[config.mk]
export PLATFORM = sky130hd
export DESIGN_NAME = deal_hand_flat
export DESIGN_NICKNAME = d
export VERILOG_FILES = /design/src/rtl/deal_hand_if.sv /design/src/rtl/deal_hand.sv /design/src/flat_wrapper.sv
export SDC_FILE = /design/constraint.sdc
export NUM_CORES = 1
export LEC_CHECK = 0
export ABC_CLOCK_PERIOD_IN_PS = 2900
export BUFFER_PORTS_ARGS = -buffer_cell sky130_fd_sc_hd__buf_4
export CAP_MARGIN = 40
export CELL_PAD_IN_SITES_DETAIL_PLACEMENT = 1
export CELL_PAD_IN_SITES_GLOBAL_PLACEMENT = 1
export CORE_ASPECT_RATIO = 1.75
export CORE_UTILIZATION = 41
export CTS_CLUSTER_SIZE = 20
export DETAILED_ROUTE_END_ITERATION = 16
export PLACE_DENSITY = 0.88
export REMOVE_ABC_BUFFERS = 1
export SYNTH_ARGS = -nofsm -noshare
export SYNTH_HDL_FRONTEND = slang
export SYNTH_SLANG_ARGS = --single-unit
[constraint.sdc]
create_clock -name clk -period 2.9 [get_ports clk]
set_input_delay 0.29 -clock clk [delete_from_list [all_inputs] [get_ports clk]]
set_output_delay 0.29 -clock clk [all_outputs]
set_load 0.05 [all_outputs]
[src/rtl/deal_hand_if.sv]
// Control inputs, draw_once handshake and dealt-card stream of deal_hand.
interface deal_hand_if #(
  parameter int CARD_NUM = 106
);
  logic                interboard_rst;
  logic                init_deck;
  logic                ret_valid;
  logic [6:0]          ret_idx;
  logic                start;
  logic [3:0]          deal_cnt;
  logic                draw_ready;
  logic                draw_done;
  logic [6:0]          drawn_card_idx;
  logic                draw_one;
  logic [CARD_NUM-1:0] available_card;
  logic                busy;
  logic                card_valid;
  logic [3:0]          card_slot;
  logic [6:0]          card_idx;
  logic                deal_done;
  logic [1:0]          err;

  modport master (
    output interboard_rst, init_deck, ret_valid, ret_idx, start, deal_cnt,
           draw_ready, draw_done, drawn_card_idx,
    input  draw_one, available_card, busy, card_valid, card_slot, card_idx,
           deal_done, err
  );

  modport slave (
    input  interboard_rst, init_deck, ret_valid, ret_idx, start, deal_cnt,
           draw_ready, draw_done, drawn_card_idx,
    output draw_one, available_card, busy, card_valid, card_slot, card_idx,
           deal_done, err
  );
endinterface

[src/rtl/deal_hand.sv]
// Deck owner/dealing sequencer in front of draw_once; cards leave one cycle after TAKE, REQ stalls on draw_ready.
// Optional draw_once watchdog enabled by defining DEAL_TIMEOUT_EN.
module deal_hand #(
  parameter int CARD_NUM  = 106,
  parameter int HAND_SIZE = 14,
  parameter int TO_CYC    = 255
) (
  input logic        clk,
  input logic        rst,
  deal_hand_if.slave dh
);
  typedef enum logic [2:0] {IDLE, REQ, WAIT, TAKE, FIN} state_t;

  localparam logic [6:0] IDX_LIM  = 7'(CARD_NUM);
  localparam logic [3:0] HAND_LIM = 4'(HAND_SIZE);
  localparam logic [7:0] TO_LIM   = 8'(TO_CYC - 1);
`ifdef DEAL_TIMEOUT_EN
  localparam bit TO_EN = 1'b1;
`else
  localparam bit TO_EN = 1'b0;
`endif

  state_t              state, state_n;
  logic [CARD_NUM-1:0] mask, mask_n;
  logic [3:0]          cnt, cnt_n;
  logic [3:0]          target, target_n;
  logic [6:0]          cap, cap_n;
  logic [7:0]          wd, wd_n;
  logic [1:0]          err, err_n;
  logic                draw_one_q, draw_one_n;
  logic                card_vld_q, card_vld_n;
  logic [3:0]          slot_q, slot_n;
  logic [6:0]          idx_q, idx_n;
  logic                take_ok;
  logic [3:0]          clamp;

  always_comb begin
    state_n    = state;
    cnt_n      = cnt;
    target_n   = target;
    cap_n      = cap;
    wd_n       = wd;
    err_n      = err;
    draw_one_n = 1'b0;
    card_vld_n = 1'b0;
    slot_n     = slot_q;
    idx_n      = idx_q;
    take_ok    = 1'b0;
    clamp      = (dh.deal_cnt > HAND_LIM) ? HAND_LIM : dh.deal_cnt;

    unique case (state)
      IDLE: begin
        if (dh.start) begin
          target_n = clamp;
          cnt_n    = '0;
          err_n    = '0;
          state_n  = (clamp == 4'd0) ? FIN : REQ;
        end
      end
      REQ: begin
        if (mask == '0) begin
          err_n[0] = 1'b1;
          state_n  = FIN;
        end else if (dh.draw_ready) begin
          draw_one_n = 1'b1;
          wd_n       = '0;
          state_n    = WAIT;
        end
      end
      WAIT: begin
        if (dh.draw_done) begin
          cap_n   = dh.drawn_card_idx;
          state_n = TAKE;
        end else if (TO_EN && wd == TO_LIM) begin
          err_n   = 2'b11;
          state_n = FIN;
        end else begin
          wd_n = wd + 8'd1;
        end
      end
      TAKE: begin
        // Out-of-range or already-dealt index means draw_once misbehaved.
        if (cap >= IDX_LIM || !mask[cap]) begin
          err_n[1] = 1'b1;
          state_n  = FIN;
        end else begin
          take_ok    = 1'b1;
          card_vld_n = 1'b1;
          slot_n     = cnt;
          idx_n      = cap;
          cnt_n      = cnt + 4'd1;
          state_n    = ((cnt + 4'd1) == target) ? FIN : REQ;
        end
      end
      FIN:     state_n = IDLE;
      default: state_n = IDLE;
    endcase
  end

  // Return is applied before the TAKE clear so a same-index collision leaves the card dealt.
  always_comb begin
    mask_n = mask;
    if (state == IDLE && dh.init_deck)
      mask_n = '1;
    if (dh.ret_valid && dh.ret_idx < IDX_LIM)
      mask_n[dh.ret_idx] = 1'b1;
    if (take_ok)
      mask_n[cap] = 1'b0;
  end

  always_ff @(posedge clk) begin
    if (!rst || dh.interboard_rst) begin
      state      <= IDLE;
      mask       <= '1;
      cnt        <= '0;
      target     <= '0;
      cap        <= '0;
      wd         <= '0;
      err        <= '0;
      draw_one_q <= 1'b0;
      card_vld_q <= 1'b0;
      slot_q     <= '0;
      idx_q      <= '0;
    end else begin
      state      <= state_n;
      mask       <= mask_n;
      cnt        <= cnt_n;
      target     <= target_n;
      cap        <= cap_n;
      wd         <= wd_n;
      err        <= err_n;
      draw_one_q <= draw_one_n;
      card_vld_q <= card_vld_n;
      slot_q     <= slot_n;
      idx_q      <= idx_n;
    end
  end

  assign dh.draw_one       = draw_one_q;
  assign dh.available_card = mask;
  assign dh.busy           = (state != IDLE);
  assign dh.card_valid     = card_vld_q;
  assign dh.card_slot      = slot_q;
  assign dh.card_idx       = idx_q;
  assign dh.deal_done      = (state == FIN);
  assign dh.err            = err;
endmodule

[src/flat_wrapper.sv]
// flat-port wrapper written by rule: the top's interface ports become plain ports
module deal_hand_flat 
#(
  parameter int CARD_NUM  = 106,
  parameter int HAND_SIZE = 14,
  parameter int TO_CYC    = 255
)
  (clk, rst, dh_interboard_rst, dh_init_deck, dh_ret_valid, dh_ret_idx, dh_start, dh_deal_cnt, dh_draw_ready, dh_draw_done, dh_drawn_card_idx, dh_draw_one, dh_available_card, dh_busy, dh_card_valid, dh_card_slot, dh_card_idx, dh_deal_done, dh_err);
  deal_hand_if #(.CARD_NUM(CARD_NUM)) dh_i ();
  input logic clk;
  input logic rst;
  input wire logic [$bits(dh_i.interboard_rst)-1:0] dh_interboard_rst;
  input wire logic [$bits(dh_i.init_deck)-1:0] dh_init_deck;
  input wire logic [$bits(dh_i.ret_valid)-1:0] dh_ret_valid;
  input wire logic [$bits(dh_i.ret_idx)-1:0] dh_ret_idx;
  input wire logic [$bits(dh_i.start)-1:0] dh_start;
  input wire logic [$bits(dh_i.deal_cnt)-1:0] dh_deal_cnt;
  input wire logic [$bits(dh_i.draw_ready)-1:0] dh_draw_ready;
  input wire logic [$bits(dh_i.draw_done)-1:0] dh_draw_done;
  input wire logic [$bits(dh_i.drawn_card_idx)-1:0] dh_drawn_card_idx;
  output wire logic [$bits(dh_i.draw_one)-1:0] dh_draw_one;
  output wire logic [$bits(dh_i.available_card)-1:0] dh_available_card;
  output wire logic [$bits(dh_i.busy)-1:0] dh_busy;
  output wire logic [$bits(dh_i.card_valid)-1:0] dh_card_valid;
  output wire logic [$bits(dh_i.card_slot)-1:0] dh_card_slot;
  output wire logic [$bits(dh_i.card_idx)-1:0] dh_card_idx;
  output wire logic [$bits(dh_i.deal_done)-1:0] dh_deal_done;
  output wire logic [$bits(dh_i.err)-1:0] dh_err;
  assign dh_i.interboard_rst = dh_interboard_rst;
  assign dh_i.init_deck = dh_init_deck;
  assign dh_i.ret_valid = dh_ret_valid;
  assign dh_i.ret_idx = dh_ret_idx;
  assign dh_i.start = dh_start;
  assign dh_i.deal_cnt = dh_deal_cnt;
  assign dh_i.draw_ready = dh_draw_ready;
  assign dh_i.draw_done = dh_draw_done;
  assign dh_i.drawn_card_idx = dh_drawn_card_idx;
  assign dh_draw_one = dh_i.draw_one;
  assign dh_available_card = dh_i.available_card;
  assign dh_busy = dh_i.busy;
  assign dh_card_valid = dh_i.card_valid;
  assign dh_card_slot = dh_i.card_slot;
  assign dh_card_idx = dh_i.card_idx;
  assign dh_deal_done = dh_i.deal_done;
  assign dh_err = dh_i.err;
  deal_hand #(.CARD_NUM(CARD_NUM), .HAND_SIZE(HAND_SIZE), .TO_CYC(TO_CYC)) u_core (.clk(clk), .rst(rst), .dh(dh_i));
endmodule
# [Word-level counts from Yosys, hierarchy flattened]
# Cells that the tools add are included.
[word_totals] output_inout_bits=123 ff_bits=139 inputBits=26 wordCells=86
[classes] add_sub_neg=1 bitwise_logic=5 reduce_logical=22 muxes=29 eq_ne=11 order_cmp=7
[ops] op="$mux 106" n=3
[ops] op="$and 106x106->106" n=1
[ops] op="$logic_not 106->1" n=1
[ops] op="$not 106->106" n=1
[ops] op="$or 106x106->106" n=1
[ops] op="$mux 3" n=7
[ops] op="$lt 7x8->1 const B" n=2
[ops] op="$demux 1 s7" n=2
[ops] op="$ge 7x1->1 const B" n=2
[ops] op="$mux 4" n=3
[ops] op="$pmux 3 s4" n=1
[ops] op="$reduce_and 3->1" n=4
[ops] op="$mux 1" n=8
[ops] op="$pmux 4 s2" n=1
[ops] op="$bmux 1 s7" n=1
[ops] op="$ge 7x7->1 const B" n=1
[ops] op="$lt 7x7->1 const B" n=1
[ops] op="$eq 3x2->1 const B" n=2
[ops] op="$ne 2x2->1 const B" n=3
[ops] op="$reduce_and 2->1" n=3
[ops] op="$add 4x1->4 const B" n=1
[ops] op="$eq 4x4->1" n=1
[ops] op="$gt 4x4->1 const B" n=1
[ops] op="$logic_and 1x1->1" n=4
[ops] op="other kinds (14)" n=20

# [Logic depth before layout (Yosys ltp)]
# Gate-level depths: netlist (run 1).
[depth] ltp_word=8 ltp_mapped=13 mapped_depth_nobuf=7

# [Worst setup path before layout (run 1)]
# No wires, ideal clock.
[synth_path] path_kind="reg2reg" startpoint="register u_core.mask[58], in the netlist u_core.dh.available_card[58]" endpoint="register u_core.mask[91], in the netlist u_core.dh.available_card[91]" setup_ns=0.126 arrival_ns=2.537 path_buffers=3 path_stages_with_launch=11 slack_ns=0.238 period_less_slack_ns=2.662 required_ns=2.774 path_cell_list="dfxtp_1 mux4_2 mux4_2 o22ai_1 or3_1 and2_2 a31oi_1 buf_2 buf_6 buf_6 a21oi_2"
[synth_between] elab_chain_cells=7
[synth_lines] element="start: declaration" line="deal_hand.sv:24" text="logic [CARD_NUM-1:0] mask, mask_n;"
[synth_lines] element="start signal: assignment" line="deal_hand.sv:126" text="mask <= mask_n;"
[synth_lines] element="$bmux 1 s7" line="deal_hand.sv:83" text="if (cap >= IDX_LIM || !mask[cap]) begin"
[synth_lines] element="$mux 1 (implied by the code)" line="deal_hand.sv:83"
[synth_lines] element="$logic_not 1->1" line="deal_hand.sv:83"
[synth_lines] element="$logic_or 1x1->1" line="deal_hand.sv:83"
[synth_lines] element="$mux 1" line="deal_hand.sv:83"
[synth_lines] element="$mux 1" line="deal_hand.sv:51" text="unique case (state)"
[synth_lines] element="$mux 106" line="deal_hand.sv:107" text="if (take_ok)"
# No other way between the ends. The select of a mux whose other input is x is not followed.
# A chain may end at the register's enable or synchronous reset.

# [Final worst setup path (run 1)]
[layout_path] startpoint="register u_core.cap[2]" endpoint="register u_core.mask[45], in the netlist u_core.dh.available_card[45]"
[layout_between] elab_chain_cells=7 word_cells_on_any_way=15 cone_classes="3 x order compare; 7 x mux; 2 x bitwise; 3 x reduce/logical"
[layout_lines] element="start: declaration" line="deal_hand.sv:27" text="logic [6:0] cap, cap_n;"
[layout_lines] element="start signal: assignment" line="deal_hand.sv:129" text="cap <= cap_n;"
[layout_lines] element="$bmux 1 s7, or another cell as far along" line="deal_hand.sv:83"
[layout_lines] element="$mux 1 (implied by the code) or $logic_and 1x1->1 (tied branches)" line="deal_hand.sv:83, deal_hand.sv:108"
[layout_lines] element="$logic_not 1->1 or $mux 1 (tied branches)" line="deal_hand.sv:83, deal_hand.sv:108"
[layout_lines] element="$logic_or 1x1->1 or $demux 1 s7 (tied branches)"
[layout_lines] element="$mux 1 or $not 106->106 (tied branches)"
[layout_lines] element="$mux 1 or $and 106x106->106 (tied branches)"
[layout_lines] element="$mux 106 *" line="deal_hand.sv:107"
# Every way passes the cells marked *; elsewhere a longest branch is shown, timed or not. The select of a mux whose other input is x is not followed.

==> summary.md, run 1 <==
| Metric | Value |
|---|---|
| Outcome | `finished with violations` |
| Failing checks | `negative setup slack` |
| First-pass GRT wire length | `49600 um` |
| Sequential share of the synthesized area | `38.7%` |
| Initial antenna violation count | `0` |
| Starting Density | `42.2%` |
| CP Capture Type | `flip-flop` |
| Most common cell after layout, fill and taps aside | `buf_4` |
| Skew-Pair Late Insertion Delay | `0.43 ns` |
| Layout cell share with drive strength beyond 1 | `27.5%` |
| Final Skew | `0.0113 ns` |
| Area delta synth->final | `30.0%` |
| Full die area | `18100 um^2` |
| R2r worst-path depth | `9` |
| Met1 WL | `11400 um` |
| Cell Area, Synth | `7190 um^2` |
| Max cap viols | `0` |
| Worst setup path start | `u_core.cap[2]` |
| CTS tree | `done` |
| Final Cycle Share | `102%` |
| Num ports | `149` |
| Post-layout instance area | `9350 um^2` |
| FP Rows | `63` |
| Hpwl dp | `22800 um` |
| Req. time, crit path | `3.14 ns` |
| Router iterations before antenna repair | `6` |
| RR Startpoint | `u_core.cap[2]` |
| Dpl ws | `0.0506 ns` |
| Post-synth EDFFs | `0` |
| PwrDens | `451 nW/um^2` |
| Final GP Congestion | `1.03` |
| Largest net degree at the start of global routing | `61` |
| Non-Filler Instances | `1213` |
| Mapped Avg Cell Area | `8.69 um^2` |
| Clock sinks | `139` |
| Leak | `3.01 nW` |
| Vias in the first global route | `8634` |
| Worst setup margin | `-0.0539 ns` |
| Fmax | `339 MHz` |
| Crit-path max FO | `30` |
| CTS Buf Count | `17` |
| Critical Path AT | `3.19 ns` |
| Root buffer cell | `clkbuf_16` |
| Vias | `8545` |
| Syn. warnings | `0` |
| Die height | `177 um` |
| WL/cell | `28.5 um` |
| Initial drt markers | `789` |
| Time the worst path needs with I/O delays and setup | `2.95 ns` |
| Synth Instances | `827` |
| Met2 routed WL | `17100 um` |
| Vias/cell | `7.04` |
| FFs w/ async S/R, synth | `0%` |
| Final setup fails | `3` |
| Maximum vdd drop | `0.000272 V` |
| Diode count | `0` |
| Core area | `17000 um^2` |
| Met3 WL post-DR | `2880 um` |
| Terminus of the critical flop-to-flop path | `u_core.dh.available_card[45]` |
| Dpl cell area | `8690 um^2` |
| Hold/Removal Path Class | `in2reg` |
| Antenna-violating nets left | `0` |
| Drt total wl | `34600 um` |
| Predominant post-synthesis flop cell | `dfxtp_1` |
| #FFs+latches synth | `139` |
| Fillers | `2006` |
| GRT overflow | `0` |
| IO buf count | `148` |
| Final Hold Fails | `0` |
| CP Launch Type | `flip-flop` |
| Final net count | `1000` |
| Commonest cells after routing, fill and taps aside | `195 x buf_4, 136 x dfxtp_1, 106 x a211oi_1` |
| Crit path to | `u_core.dh.available_card[45]` |
| Critical setup path kind | `reg2reg` |
| Number of H-tree levels | `4` |
| Worst-Margin Slew | `1.01 ns` |
| # hold bufs at CTS | `0` |
| Clock Tree Buf Depth | `2` |
| Post-synth cell types | `51` |
| Dpl cells | `1175` |
| Die width | `102 um` |
| Fin. max-slew vios | `0` |
| R2R Setup Slk | `-0.05 ns` |
| Clk pin slew, worst setup/hold paths | `0.06 ns` |
| Slew headroom | `32.8%` |
| Top routing layer used | `met4` |
| Total GRT Usage | `36.9%` |
| Remaining DRCs | `0` |
[power breakdown]
group | internal [mW] | switching [mW]
sequential | 1.91 | 0.00439
combinational | 0.0616 | 0.152
clock | 1.16 | 0.933
[worst min-delay path by stage]
stage,startpoint,endpoint,depth (start not counted)
final,dh_drawn_card_idx[0],u_core.cap[0],3
after global routing,dh_draw_ready,u_core.dh.draw_one,3
after CTS,dh_drawn_card_idx[0],u_core.cap[0],3
after detailed placement,u_core.dh.card_idx[1],u_core.dh.card_idx[1],2
after global placement,u_core.dh.card_slot[1],u_core.dh.card_slot[1],2
after floorplan,dh_deal_cnt[1],u_core.target[1],2
[through the flow]
| stage | hold WS, ns | total power [mW] | utilization (%) | TNS (ns) |
|---|---|---|---|---|
| finish | 0.109 | 4.22 | 54.9 | -0.0734 |
| floorplan | 0.426 | 2.05 | - | -769.04 |
| global route | 0.135 | 4.30 | 54.9 | -1.59 |
| detailed placement | 0.457 | 2.16 | 51.1 | 0 |
| CTS | 0.113 | 4.21 | 54.4 | 0 |
| global placement | 0.445 | 2.16 | 51.1 | 0 |
[Yosys cell counts, types with 13 or more instances]
cell | n | share of area, %
a211oi_1 | 106 | 11
a31oi_1 | 56 | 4.9
a41oi_1 | 27 | 3.3
buf_2 | 13 | 0.90
nand2_1 | 59 | 3.1
mux2i_1 | 58 | 8.1
nor2_1 | 80 | 4.2
dfxtp_1 | 139 | 39
nor3_1 | 43 | 3.0
nor4_1 | 29 | 2.5
nand3_1 | 18 | 1.3
clkbuf_1 | 52 | 2.7
a21oi_1 | 25 | 1.7
[registers in the layout (all words and copies together) (netlist names)]
register / flops
u_core.state: 3
u_core.dh.available_card: 106
u_core.dh.card_valid: 1
u_core.cnt: 4
u_core.dh.card_idx: 7
u_core.dh.err: 2
u_core.dh.card_slot: 4
u_core.dh.draw_one: 1
u_core.target: 4
u_core.cap: 7
[timing repair]
item | CTS | global route
cloned | 0 | 2
pin swaps | 0 | 1
gates resized for setup | 1 | 4
setup buffers | 0 | 4
setup endpoints to repair | 24 | 44
[logic make-up (layout without fill, tap and decap cells)]
| family | Yosys count | count (layout) | share of synthesized area [%] |
|---|---|---|---|
| AO/OA/AOI/OAI | 256 | 256 | 25.5 |
| XOR/XNOR | 6 | 6 | 0.731 |
| adder cells (fa/ha/maj) | 1 | 1 | 0.174 |
| buffers and inverters | 81 | 240 | 5.19 |
| flip-flops | 139 | 139 | 38.7 |
| multiplexers | 69 | 69 | 11.4 |
| AND/OR/NAND/NOR | 275 | 275 | 18.3 |
[per-layer routing]
layer | vias up | GRT usage, %
met5 | - | 0
met4 | 0 | 31.4
met3 | 247 | 6.79
met2 | 650 | 63.3
met1 | 4148 | 37.8
li1 | 3500 | -
[layout make-up]
class	instances	area [um^2]	area share (%)
multi-input combinational	607	4080	43.7
sequential	139	2790	29.9
timing repair buffer	202	1610	17.2
clock buffer	19	453	4.85
tap	227	284	3.04
clock inverter	13	108	1.15
inverter	6	22.5	0.241
[worst max-delay path: stages, from the launching register on]
cell	delay, ns
dfxtp_4	0.55
nand2b_1	0.21
o21ai_0	0.40
o311ai_0	0.19
or4_1	0.45
and2_2	0.23
a31oi_4	0.18
buf_4	0.16
buf_12	0.18
a41oi_1	0.19
Power figures use the tool's default switching activity.
==> inputs of run 2 (changes only) <==
- CORE_UTILIZATION: 41 -> 42
- CTS_BUF_LIST: default -> sky130_fd_sc_hd__clkbuf_4 sky130_fd_sc_hd__clkbuf_8
- CTS_CLUSTER_DIAMETER: default -> 50
- PLACE_DENSITY: 0.88 -> 0.9
==> run 2 against run 1 <==
Flip-flop and latch count is the same. Power shrank 3.5%. Critical path depth grew 2. First-iteration DRC count grew 28%. Die area shrank 2.3%. Setup slack gained 0.031 ns. Critical endpoint is now u_core.dh.available_card[85]. Largest cell class unchanged. Critical path type unchanged. Routed wire length grew 1.4%. Cell area grew 0.56%. Highest routed layer unchanged. The run still ends with negative setup slack left.
==> summary.md, run 2 (synthesis gave the netlist of run 1 again) <==
| Metric | Value |
|---|---|
| Vias/cell | `7.12 (was 7.04)` |
| Most common cell after layout, fill and taps aside | `buf_4 (unchanged)` |
| Final Hold Fails | `0 (unchanged)` |
| Fin. max-slew vios | `0 (unchanged)` |
| Vias | `8687 (was 8545)` |
| Clock sinks | `139 (unchanged)` |
| Hpwl dp | `22700 um (was 22800 um)` |
| Total GRT Usage | `39.0% (was 36.9%)` |
| Area delta synth->final | `30.8% (was 30.0%)` |
| Hold/Removal Path Class | `in2reg (unchanged)` |
| Slew headroom | `33.6% (was 32.8%)` |
| IO buf count | `148 (unchanged)` |
| Initial antenna violation count | `0 (unchanged)` |
| Die width | `101 um (was 102 um)` |
| Critical setup path kind | `reg2reg (unchanged)` |
| Terminus of the critical flop-to-flop path | `u_core.dh.available_card[85] (was u_core.dh.available_card[45])` |
| RSZ-0062 raised after global routing | `yes` |
| Commonest cells after routing, fill and taps aside | `202 x buf_4, 136 x dfxtp_1, 106 x a211oi_1 (was 195 x buf_4, 136 x dfxtp_1, 106 x a211oi_1)` |
| Router iterations before antenna repair | `8 (was 6)` |
| Skew-Pair Late Insertion Delay | `0.46 ns (was 0.43 ns)` |
| Final Cycle Share | `101% (was 102%)` |
| Hold EP | `u_core.cap[0] (unchanged)` |
| Dpl cells | `1181 (was 1175)` |
| First-pass GRT wire length | `51400 um (was 49600 um)` |
| Remaining DRCs | `0 (unchanged)` |
| Critical Path AT | `3.23 ns (was 3.19 ns)` |
| Starting Density | `43.3% (was 42.2%)` |
| Final net count | `1011 (was 1000)` |
| Hold Crit Start | `dh_drawn_card_idx[0] (unchanged)` |
| Max cap viols | `0 (unchanged)` |
| Clock Tree Buf Depth | `2 (unchanged)` |
| Final setup TNS | `-0.0397 ns (was -0.0734 ns)` |
| Vias in the first global route | `8790 (was 8634)` |
| Fmax | `342 MHz (was 339 MHz)` |
| Number of H-tree levels | `4 (unchanged)` |
| Die height | `175 um (was 177 um)` |
| Req. time, crit path | `3.21 ns (was 3.14 ns)` |
| Initial drt markers | `1013 (was 789)` |
| CP Capture Type | `flip-flop (unchanged)` |
| R2r worst-path depth | `11 (was 9)` |
| Diode count | `0 (unchanged)` |
| Final core occ | `56.6% (was 54.9%)` |
| FP Rows | `62 (was 63)` |
| Leak | `3.04 nW (was 3.01 nW)` |
| Drt total wl | `35000 um (was 34600 um)` |
| Worst setup margin | `-0.0226 ns (was -0.0539 ns)` |
| CTS tree | `done (unchanged)` |
| Failing checks | `negative setup slack (unchanged)` |
| Outcome | `finished with violations (unchanged)` |
| Maximum vdd drop | `0.000229 V (was 0.000272 V)` |
| Worst-Margin Slew | `0.996 ns (was 1.01 ns)` |
| Layout cell share with drive strength beyond 1 | `28.5% (was 27.5%)` |
| WL/cell | `28.7 um (was 28.5 um)` |
| Crit-path max FO | `8 (was 30)` |
| RR Startpoint | `u_core.cap[1] (was u_core.cap[2])` |
| R2R Setup Slk | `-0.02 ns (was -0.05 ns)` |
| CTS Buf Count | `17 (unchanged)` |
| CP Launch Type | `flip-flop (unchanged)` |
| GRT overflow | `0 (unchanged)` |
| Clk pin slew, worst setup/hold paths | `0.09 ns (was 0.06 ns)` |
| Non-Filler Instances | `1220 (was 1213)` |
| Final GP Congestion | `0.976 (was 1.03)` |
| Min Hold Slack | `0.0634 ns (was 0.109 ns)` |
| Antenna-violating nets left | `0 (unchanged)` |
| Final Skew | `0.0155 ns (was 0.0113 ns)` |
| Full die area | `17700 um^2 (was 18100 um^2)` |
| # hold bufs at CTS | `0 (unchanged)` |
| PwrDens | `433 nW/um^2 (was 451 nW/um^2)` |
| Dpl ws | `-0.00376 ns (was 0.0506 ns)` |
| Worst hold stages | `3 (unchanged)` |
| Num ports | `149 (unchanged)` |
| Root buffer cell | `clkbuf_8 (was clkbuf_16)` |
| Max FFs per register | `106 (unchanged)` |
| Largest net degree at the start of global routing | `83 (was 61)` |
| Final setup fails | `4 (was 3)` |
| Time the worst path needs with I/O delays and setup | `2.92 ns (was 2.95 ns)` |
| Core area | `16600 um^2 (was 17000 um^2)` |
-- run 2: cell count changes in the layout (fill, tap and decap cells not counted), moves of 4 or more --
cell       delta
buf_4         +7
inv_6         -4
clkbuf_8     +18
bufinv_16     +5
clkbuf_16    -17
-- run 2: final cells by class --
type                       count  area, um^2
multi-input combinational    607        4100
sequential                   139        2790
inverter                       6        22.5
clock buffer                  22         290
timing repair buffer         213        1730
tap                          224         280
fill                        1972        7200
clock inverter                 9         185
-- run 2: per-stage QoR --
stage,instance area [um^2],power (mW)
3_3_place_gp,8780,2.15
6_report,9400,4.07
4_1_cts,9290,4.05
5_1_grt,9400,4.15
3_5_place_dp,8800,2.16
2_1_floorplan,6840,2.05
-- run 2: worst max-delay path by stage --
| stage | cells past startpoint | slack [ns] | end | from |
|---|---|---|---|---|
| after floorplan | 7 | -6.70 | u_core.dh.available_card[20] | u_core.cap[2] |
| after global placement | 10 | 0.08 | u_core.dh.available_card[28] | u_core.cap[1] |
| after detailed placement | 10 | -0.004 | u_core.dh.available_card[95] | u_core.cap[1] |
| after CTS | 10 | 0.003 | u_core.dh.available_card[44] | u_core.cap[1] |
| after global routing | 11 | -0.08 | u_core.dh.available_card[69] | u_core.cap[1] |
| final | 11 | -0.02 | u_core.dh.available_card[85] | u_core.cap[1] |
-- run 2: routing by layer --
| layer | up-vias | routed length, um | share of wire [%] | GRT usage [%] |
|---|---|---|---|---|
| met4 | 0 | 3540 | 10 | 33.2 |
| met2 | 734 | 17000 | 49 | 64.9 |
| met5 | - | 0 | 0 | 0 |
| met1 | 4146 | 11200 | 32 | 41.2 |
| li1 | 3514 | - | - | - |
| met3 | 293 | 3290 | 9.4 | 8.40 |
-- run 2: timing repair --
action / 4_1_cts / 5_1_grt
pin swaps: 0 / 1
resized for setup: 3 / 4
setup buffers: 0 / 5
cloned: 0 / 2
endpoints found under the setup margin: 26 / 89
-- run 2: critical path, cell delays in order, from the launching register on --
cell and delay (ns):
dfxtp_4 0.39, buf_4 0.17, or2_2 0.36, o22ai_1 0.25, o311ai_0 0.14, or4_1 0.48, and2_2 0.24, a31oi_4 0.22
buf_4 0.17, clkbuf_16 0.14, buf_4 0.11, a41oi_1 0.10
-- run 2: report_power, final --
| part | internal [mW] | switching [mW] |
|---|---|---|
| Sequential | 1.91 | 0.00412 |
| Combinational | 0.0630 | 0.155 |
| Clock | 1.12 | 0.826 |
==> inputs of run 3 (changes only) <==
- HOLD_SLACK_MARGIN: default -> 0.06
- RECOVER_POWER: default -> 100
==> run 3 against run 2 <==
Via count barely moved. Clock skew barely moved. Final cell count unchanged. Non-clock buffer count is the same. Global-route usage stayed put. Clock power barely moved. Clock-buffer cell count unchanged. Flip-flop and latch count did not move. Largest power group unchanged. Cell area shrank 4.9%. Register-to-register slack improved by 0.03 ns. The run now ends clean. Worst hold slack better by 0.0046 ns.
==> summary.md, run 3 (synthesis gave the netlist of run 1 again) <==
| Metric | Value |
|---|---|
| Outcome | `finished clean (was finished with violations)` |
| Router iterations before antenna repair | `7 (was 8)` |
| Largest net degree at the start of global routing | `83 (unchanged)` |
| Vias/cell | `7.12 (about the same)` |
| CTS Buf Count | `17 (unchanged)` |
| FP Rows | `62 (unchanged)` |
| Max FFs per register | `106 (unchanged)` |
| Num ports | `149 (unchanged)` |
| Switching Fraction | `24.1% (was 24.2%)` |
| Clock Tree Buf Depth | `2 (unchanged)` |
| Final Hold Fails | `0 (unchanged)` |
| CTS tree | `done (unchanged)` |
| Die width | `101 um (unchanged)` |
| Final GP Congestion | `0.976 (unchanged)` |
| Time the worst path needs with I/O delays and setup | `2.89 ns (was 2.92 ns)` |
| Critical Path AT | `3.19 ns (was 3.23 ns)` |
| Clk pwr share | `47.7% (about the same)` |
| Hold/Removal Path Class | `in2reg (unchanged)` |
| Starting Density | `43.3% (unchanged)` |
| Sequential fraction of design power | `47.0% (about the same)` |
| Critical setup path kind | `reg2reg (unchanged)` |
| Initial drt markers | `926 (was 1013)` |
| Remaining DRCs | `0 (unchanged)` |
| Worst setup margin | `0.00653 ns (was -0.0226 ns)` |
| Hpwl dp | `22700 um (unchanged)` |
| Total GRT Usage | `39.0% (unchanged)` |
| Combinational power share | `5.3% (about the same)` |
| CP Launch Type | `flip-flop (unchanged)` |
| Die height | `175 um (unchanged)` |
| IO buf count | `148 (unchanged)` |
| PwrDens | `455 nW/um^2 (was 433 nW/um^2)` |
| Worst setup path start | `u_core.cap[1] (unchanged)` |
| Root buffer cell | `clkbuf_8 (unchanged)` |
| Drt total wl | `34900 um (was 35000 um)` |
| Slew headroom | `32.6% (was 33.6%)` |
| Psw | `0.981 mW (was 0.985 mW)` |
| RSZ-0062 raised after global routing | `yes (unchanged)` |
| WL/cell | `28.6 um (was 28.7 um)` |
| Req. time, crit path | `3.20 ns (was 3.21 ns)` |
| Antenna-violating nets left | `0 (unchanged)` |
| Clk pin slew, worst setup/hold paths | `0.08 ns (was 0.09 ns)` |
| Worst-Margin Slew | `1.01 ns (was 0.996 ns)` |
| # hold bufs at CTS | `0 (unchanged)` |
| Core area | `16600 um^2 (unchanged)` |
| Skew-Pair Late Insertion Delay | `0.46 ns (about the same)` |
| Full die area | `17700 um^2 (unchanged)` |
| Hold Crit Start | `dh_drawn_card_idx[0] (unchanged)` |
| Vias in the first global route | `8790 (unchanged)` |
| Leak | `2.66 nW (was 3.04 nW)` |
| Dpl ws | `-0.00376 ns (unchanged)` |
| CP Capture Type | `flip-flop (unchanged)` |
| Final Skew | `0.0157 ns (was 0.0155 ns)` |
| RR Startpoint | `u_core.cap[1] (unchanged)` |
| Area delta synth->final | `24.3% (was 30.8%)` |
| Max cap viols | `0 (unchanged)` |
| Layout cell share with drive strength beyond 1 | `16.2% (was 28.5%)` |
| GRT overflow | `0 (unchanged)` |
| Number of H-tree levels | `4 (unchanged)` |
| Final setup fails | `0 (was 4)` |
| Total power | `4.07 mW (about the same)` |
| Fin. max-slew vios | `0 (unchanged)` |
| Crit-path max FO | `8 (unchanged)` |
| Diode count | `0 (unchanged)` |
| Internal power | `3.09 mW (about the same)` |
| Commonest cells after routing, fill and taps aside | `136 x dfxtp_1, 123 x clkbuf_1, 106 x a211oi_1 (was 202 x buf_4, 136 x dfxtp_1, 106 x a211oi_1)` |
| Vias | `8682 (was 8687)` |
| Maximum vdd drop | `0.000231 V (was 0.000229 V)` |
| Initial antenna violation count | `0 (unchanged)` |
| Clock sinks | `139 (unchanged)` |
| Most common cell after layout, fill and taps aside | `dfxtp_1 (was buf_4)` |
| Fmax | `346 MHz (was 342 MHz)` |
| Final Cycle Share | `99.8% (was 101%)` |
| Min Hold Slack | `0.0680 ns (was 0.0634 ns)` |
| Final net count | `1011 (unchanged)` |
| First-pass GRT wire length | `51400 um (unchanged)` |
run 3: cell count changes in the layout (fill, tap and decap cells not counted):
cell      before  now
buf_4        202   79
clkbuf_1       0  123
run 3: repair_timing:
item                                    CTS  global route
pin swaps                                 0             1
cloned                                    0             2
endpoints found under the setup margin   26            89
resized for setup                         3             4
setup buffers                             0             5
run 3: final cells by class:
type | instances | area [um^2]
fill | 2070 | 7660
multi-input combinational | 607 | 4100
sequential | 139 | 2790
timing repair buffer | 213 | 1270
clock buffer | 22 | 290
tap | 224 | 280
clock inverter | 9 | 185
inverter | 6 | 22.5
run 3: through the flow:
stage	utilization (%)	setup TNS, ns	instance area [um^2]	std cells
2_1_floorplan	-	-769.04	6840	752
3_3_place_gp	52.9	0	8780	1180
3_5_place_dp	53.0	-0.00376	8800	1181
4_1_cts	55.9	0	9290	1212
5_1_grt	53.8	-0.931	8940	1220
6_report	53.8	0	8940	1220
run 3: power by group through the flow:
stage	Combinational, mW	Sequential (mW)	Clock, mW
detailed placement	0.204	1.96	0
global placement	0.196	1.96	0
finish	0.216	1.91	1.94
floorplan	0.0882	1.96	0
global route	0.222	1.91	2.01
CTS	0.207	1.91	1.93
run 3: final timing paths:
| path | to | slack [ns] | cells past startpoint |
|---|---|---|---|
| worst min register to register | u_core.dh.err[0] | 0.46 | 2 |
| worst min-delay path | u_core.cap[0] | 0.07 | 3 |
| worst max-delay path | u_core.dh.available_card[85] | 0.007 | 11 |
| worst max register to register | u_core.dh.available_card[85] | 0.007 | 11 |
run 3: critical path, stage by stage, from the launching register on:
cell and delay, ns:
dfxtp_4 0.39, buf_4 0.17, or2_2 0.36, o22ai_1 0.24
o311ai_0 0.14, or4_1 0.46, and2_2 0.23, a31oi_4 0.22
buf_4 0.17, clkbuf_16 0.14, buf_4 0.11, a41oi_1 0.10
run 3: per-layer routing:
layer	vias up	global-route usage, %	wire (um)
met2	669	64.9	16900
li1	3518	-	-
met3	292	8.40	2940
met5	-	0	0
met4	0	33.2	3500
met1	4203	41.2	11500
